$ cat src/rtl/seq_wide_adder.sv
// Multi-cycle WIDTH-bit adder: one shared 8-bit slice adds a byte per clock,
// least significant byte first, with the inter-byte carry held in a register.

module loop_adder (
  input  logic [7:0] a,
  input  logic [7:0] b,
  input  logic       cin,
  output logic [7:0] sum,
  output logic       cout
);
  assign {cout, sum} = {1'b0, a} + {1'b0, b} + {8'd0, cin};
endmodule

module seq_wide_adder #(
  parameter int WIDTH = 32
) (
  input  logic             clk,
  input  logic             rst_n,
  input  logic             start,
  input  logic [WIDTH-1:0] a,
  input  logic [WIDTH-1:0] b,
  input  logic             cin,
  output logic             busy,
  output logic             done,
  output logic [WIDTH-1:0] sum,
  output logic             cout
);
  localparam int N    = WIDTH / 8;
  localparam int IDXW = (N > 1) ? $clog2(N) : 1;
  localparam logic [IDXW-1:0] LAST_IDX = IDXW'(N - 1);
  localparam logic [IDXW-1:0] IDX_ONE  = IDXW'(1);

  typedef enum logic [1:0] {
    S_IDLE = 2'd0,
    S_RUN  = 2'd1,
    S_DONE = 2'd2
  } state_t;

  state_t           r_state;
  logic [WIDTH-1:0] r_opa;
  logic [WIDTH-1:0] r_opb;
  logic [WIDTH-1:0] r_acc;
  logic             r_carry;
  logic [IDXW-1:0]  r_idx;

  logic [IDXW+2:0]  w_base;
  logic [7:0]       w_a_byte;
  logic [7:0]       w_b_byte;
  logic [7:0]       w_slice_sum;
  logic             w_slice_cout;
  logic [WIDTH-1:0] w_acc_next;

  // Byte lane currently being processed, and the accumulator with it merged in.
  always_comb begin
    w_base     = {r_idx, 3'b000};
    w_a_byte   = r_opa[w_base +: 8];
    w_b_byte   = r_opb[w_base +: 8];
    w_acc_next = r_acc;
    w_acc_next[w_base +: 8] = w_slice_sum;
  end

  loop_adder u_slice (
    .a    (w_a_byte),
    .b    (w_b_byte),
    .cin  (r_carry),
    .sum  (w_slice_sum),
    .cout (w_slice_cout)
  );

  // Control FSM; busy/done are registered decodes of the next state.
  always_ff @(posedge clk or negedge rst_n) begin
    if (!rst_n) begin
      r_state <= S_IDLE;
      r_opa   <= '0;
      r_opb   <= '0;
      r_acc   <= '0;
      r_carry <= 1'b0;
      r_idx   <= '0;
      busy    <= 1'b0;
      done    <= 1'b0;
      sum     <= '0;
      cout    <= 1'b0;
    end else begin
      case (r_state)
        S_IDLE: begin
          done <= 1'b0;
          if (start) begin
            r_opa   <= a;
            r_opb   <= b;
            r_carry <= cin;
            r_idx   <= '0;
            r_acc   <= '0;
            r_state <= S_RUN;
            busy    <= 1'b1;
          end else begin
            busy    <= 1'b0;
          end
        end
        S_RUN: begin
          r_acc   <= w_acc_next;
          r_carry <= w_slice_cout;
          r_idx   <= r_idx + IDX_ONE;
          if (r_idx == LAST_IDX) begin
            sum     <= w_acc_next;
            cout    <= w_slice_cout;
            r_state <= S_DONE;
            busy    <= 1'b0;
            done    <= 1'b1;
          end else begin
            busy    <= 1'b1;
            done    <= 1'b0;
          end
        end
        S_DONE: begin
          r_state <= S_IDLE;
          busy    <= 1'b0;
          done    <= 1'b0;
        end
        default: begin
          r_state <= S_IDLE;
          busy    <= 1'b0;
          done    <= 1'b0;
        end
      endcase
    end
  end
endmodule

$ cat config.mk
export PLATFORM = sky130hd
export DESIGN_NAME = seq_wide_adder
export DESIGN_NICKNAME = d
export VERILOG_FILES = /design/src/rtl/seq_wide_adder.sv
export SDC_FILE = /design/constraint.sdc
export NUM_CORES = 1
export LEC_CHECK = 0
export BUFFER_PORTS_ARGS = -buffer_cell sky130_fd_sc_hd__buf_2
export CAP_MARGIN = 15
export CORE_MARGIN = 3
export CORE_UTILIZATION = 30
export CTS_CLUSTER_SIZE = 8
export DETAILED_ROUTE_END_ITERATION = 10
export SYNTH_ARGS = -nofsm -noshare
export SYNTH_HDL_FRONTEND = slang
export SYNTH_SLANG_ARGS = --single-unit
export TNS_END_PERCENT = 5
$ cat constraint.sdc
create_clock -name clk -period 2.71 [get_ports clk]
set_clock_uncertainty 0.05 [all_clocks]
set_input_delay 0.271 -clock clk [delete_from_list [all_inputs] [get_ports clk]]
set_output_delay 0.271 -clock clk [all_outputs]
set_load 0.005 [all_outputs]
* Word-level counts from Yosys, hierarchy flattened
Cells that the tools add are included.
** Word-level totals
- Output and inout port bits :: 35
- Word-level logic and storage cells :: 43
- Register bits :: 136
- Input port bits :: 68
** Cells by class
- Shifts and indexed selects :: 4
- Equal/unequal tests :: 4
- Mux-type cells :: 15
- Reduce and logical (&&, ||, !) cells :: 6
- $add $sub $neg :: 4
** Operators with widths (count)
- 32-bit case mux with 2 select lines :: 1
- 32-bit by 6-bit indexed part select with 8-bit output :: 2
- 32-bit bitwise mux :: 1
- 32-bit two-way mux :: 1
- 8-bit by 7-bit variable shift with 32-bit output (first input constant) :: 1
- 8-bit by 7-bit indexed part select with 32-bit output :: 1
- 8-bit by 8-bit adder with 9-bit output :: 1
- 9-bit by 1-bit adder with 9-bit output :: 1
- 2-bit case mux with 2 select lines :: 2
- 2-bit AND reduction :: 4
- 5-bit negation with 7-bit output :: 1
- 2-bit two-way mux :: 3
- 1-bit two-way mux :: 5
- 2-bit != test (second input constant) :: 2
- 1-bit case mux with 2 select lines :: 2
- 2-bit by 1-bit adder with 2-bit output (second input constant) :: 1
- 2-bit by 1-bit == test with 1-bit output (second input constant) :: 1
- 2-bit == test (second input constant) :: 1
- 2-bit zero test :: 1
- 2-bit nonzero test :: 1

* Depth between registers and ports, before layout
- Word-level depth :: 6
- Depth in mapped cells :: 10
- Mapped depth without buffers :: 9

* Modules after synthesis
Synthesis repeated with hierarchy kept, for this count alone.
** Unflattened totals
- Cell total of the unflattened synthesis :: 473
- Area total of the unflattened synthesis :: 6581.3 um2
** Modules (own cells, without submodules)
- seq_wide_adder :: cells an instance 433, sequential area each 3403.3 um2, times used 1, area each 6249.7 um2
- loop_adder :: cells an instance 40, sequential area each 0.0 um2, times used 1, area each 331.6 um2

* Worst setup path before layout
OpenSTA, ideal clock, no wires.
- Path type :: reg2reg
- From :: register r_idx[0]
- To :: register sum[12]
- Clock period less this slack :: 3.002 ns
- Buffers on the path :: 1
- Stages on the path, launching flop included :: 11
- Data required time :: 2.517 ns
- Arrival time :: 2.809 ns
- Slack :: -0.292 ns
- Library setup time :: 0.143 ns
- Path through :: dfrtp_1 -> buf_4 -> mux4_2 -> fa_1 -> inv_1 -> fa_1 -> nand2b_1 -> nand2b_1 -> a21oi_1 -> xor2_1 -> o21ai_0
** On the way
- Longest elaborated chain between the ends :: 5
- Elaborated cells on any way between the ends :: 10
- Those cells by class :: add/sub (3); eq/ne (1); shift (4); mux (1); reduce/logical (1)
** RTL lines
- start, declared :: line 44 : logic [IDXW-1:0] r_idx;
- start signal, assigned :: line 102 : r_idx <= r_idx + IDX_ONE;
- 32-bit by 6-bit indexed part select with 8-bit output (on tied branches) :: line 56, 57
- 8-bit by 8-bit adder with 9-bit output :: line 11 : assign {cout, sum} = {1'b0, a} + {1'b0, b} + {8'd0, cin};
- 9-bit by 1-bit adder with 9-bit output :: line 11
- 8-bit by 7-bit indexed part select with 32-bit output :: line 59 : w_acc_next[w_base +: 8] = w_slice_sum;
- 32-bit bitwise mux :: line 59
- end signal, assigned :: line 104 : sum <= w_acc_next;
- end, declared :: line 25 : output logic [WIDTH-1:0] sum,
Several ways; a longest one is shown, not always the timed one.
A chain may end at the register's enable or synchronous reset.

* Worst setup path in the final report
- From :: register r_idx[0]
- To :: register r_acc[14]
** On the way
- Longest elaborated chain between the ends :: 6
- Elaborated cells on any way between the ends :: 9
- Those cells by class :: add/sub (3); shift (4); mux (2)
** RTL lines
- 32-bit by 6-bit indexed part select with 8-bit output (on tied branches) :: line 56, 57
- 8-bit by 8-bit adder with 9-bit output :: line 11
- 9-bit by 1-bit adder with 9-bit output :: line 11
- 8-bit by 7-bit indexed part select with 32-bit output :: line 59
- 32-bit bitwise mux (*) :: line 59
- 32-bit case mux with 2 select lines (*) :: line 84 : case (r_state)
- end signal, assigned :: line 100 : r_acc <= w_acc_next;
- end, declared :: line 42 : logic [WIDTH-1:0] r_acc;
Every way passes the cells marked *; elsewhere a longest branch is shown, timed or not.

==> metrics.txt <==
status finished, final reports clean; initial antenna violation count 1; post-synth cell types 49; die area 22700 um2; top_reg_cell synth dfrtp_1; Reg clk slew, reported paths 0.06 ns; Async SR Flop Fraction 100%; most frequent cells in the layout dfrtp_1, buf_2, mux2_1; met1 WL 6720 um; final-report max-slew violation count 0; Routed WL 15700 um; min-delay worst type in -> reg; fraction of layout cells with a size suffix above 1 34.3%; TritonCTS clock tree done; Slew headroom 55.6%; worst r2r src r_idx[0]; Worst Hold Slack 0.0131 ns; Final Hold Viols 0; Post-Syn Area 6260 um2; DP HPWL 11300 um; Synth Area per Inst 12.9 um2; vias per inst 4.89; Worst Setup End Kind flip-flop; Routed Antenna Nets 0; Seq/Total Area, Yosys 54.3%; Root Buffer clkbuf_16; clock sink count 136; Final Cell Area 8000 um2; DRC Markers 0; number of I/O pins 103; Clk Latency, worst-skew pair 0.42 ns; MaxCap Viol Count 0; WHS Endpoint r_opb[1]; metal2 WL 7690 um; width of the die 151 um; Vias 4367; Critical Path AT 2.99 ns; core box area 20400 um2; Mapped Nets 568; Synth-to-Final Area Change 27.7%; crit start category flip-flop; diode count 0; CTS max path bufs 2; final worst-path cycle share 99.8%; commonest non-fill, non-tap cell in the layout dfrtp_1; wire per inst 17.6 um; Pre-antenna DRT Iters 4; hold depth 2; GRT Residual Overflow 0; post-layout min period 2.70 ns; FF+latch count, synth 136; Post-DP Area 7190 um2; reg2reg setup slack 0.007 ns; DR top layer met5; filler instances 1946; effective utilization at floorplan 30.8%; Total GRT Usage 14.4%; largest net degree at the start of global routing 59; Worst Tran Pin Value 0.665 ns; critical path type reg -> reg; beginning of the worst hold path b[1]; RSZ-0062 raised after global routing true; vias in the first global route 4558; nets@finish 693; Cells after Synth 485; R2R cell count 9; PortBufs 102; Required @ worst endpoint 2.99 ns; H-tree levels 4; placer congestion estimate 0.793; die height 151 um; CTS buffer count 17; Max FO, Critical Path 8; first-pass GRT wire length 24900 um; Rows 52; Post-synth EDFFs 0; max frequency 370 MHz; final setup vio count 0; RR Endpoint r_acc[14]; WL met3 983 um; Iteration-0 DRC Markers 278; TNS Setup 0 ns; yosys warns 0
-- flip-flops by register name (all words and copies together) (netlist names) --
register  flops
r_opb        32
r_opa        32
cout          1
r_state       2
sum          32
r_idx         2
r_acc        32
r_carry       1
done          1
busy          1
-- area by class of cell --
cell class / count / area [um2] / area share (%)
inverters: 17 / 63.8 / 0.798
repair buffers: 128 / 795 / 9.93
clock buffers: 21 / 470 / 5.88
flip-flops and latches: 136 / 3400 / 42.6
clock inverters: 11 / 170 / 2.13
well taps: 270 / 338 / 4.22
multi-input cells: 310 / 2760 / 34.5
-- synth_stat cells, types with 3 or more instances --
library cell,instances,share of area (%)
o21ai_0,4,0.32
a221oi_1,14,2.0
a22o_1,18,2.5
a21oi_1,23,1.8
nor2_1,39,2.3
inv_2,4,0.24
inv_1,13,0.78
buf_6,6,1.1
o21ai_1,27,2.2
buf_4,3,0.36
nand2_1,29,1.7
mux2_1,64,12
ha_1,13,2.6
a21o_1,6,0.72
dfrtp_1,136,54
buf_2,8,0.64
mux4_2,16,5.8
clkbuf_1,4,0.24
and3_1,13,1.3
nand2b_1,5,0.50
a32oi_1,4,0.56
-- routing by layer --
metal  vias to the layer above  GRT usage (%)
met5                         -              0
met4                         2           4.99
met3                        28           4.58
met2                       126           23.6
met1                      2181           18.0
li1                       2030              -
-- worst max path at each step --
stage          cells after the start         to  slack (ns)      from
4_1_cts                            8   r_acc[7]      -0.005  r_idx[0]
3_3_place_gp                       9  r_acc[14]        0.01  r_idx[0]
5_1_grt                            9    sum[30]       -0.12  r_idx[0]
6_report                           9  r_acc[14]       0.007  r_idx[0]
3_5_place_dp                       9  r_acc[14]       -0.03  r_idx[0]
2_1_floorplan                     10  r_acc[14]       -0.04  r_idx[0]
-- kinds of logic after synthesis --
| group | after synthesis | share of synthesized area [%] |
|---|---|---|
| XOR/XNOR | 5 | 1.12 |
| AND/OR/NAND/NOR | 98 | 8.17 |
| flip-flops | 136 | 54.3 |
| buffers and inverters | 39 | 3.40 |
| adder cells (fa/ha/maj) | 15 | 3.24 |
| AO/OA/AOI/OAI | 111 | 12.3 |
| multiplexers | 81 | 17.4 |
-- stage by stage --
step           setup WS (ns)  utilization [%]  cells
2_1_floorplan        -0.0416                -    485
3_3_place_gp          0.0142             35.3    856
3_5_place_dp         -0.0263             35.3    856
4_1_cts             -0.00482             38.6    890
5_1_grt               -0.117             39.3    893
6_report             0.00665             39.3    893
-- worst max-delay path, cell delays in order (launching register included) --
cell and delay [ns]:
dfrtp_2 0.44, buf_12 0.13, clkbuf_16 0.15, mux4_2 0.50
ha_1 0.34, o211ai_1 0.26, a21oi_2 0.07, a211oi_4 0.28
xnor2_4 0.19, o31ai_2 0.19
-- timing repair --
action | 4_1_cts | 5_1_grt
hold endpoints to repair | 46 | 0
buffers inserted | 1 | 3
hold buffers | 1 | 0
setup endpoints to repair | 14 | 36
pin swaps | 1 | 12
gates cloned | 0 | 1
gates resized for setup | 1 | 17
Power is left out: the tool's default activity adds up to more than one toggle a clock period on the data nets, which glitch-free logic cannot reach.
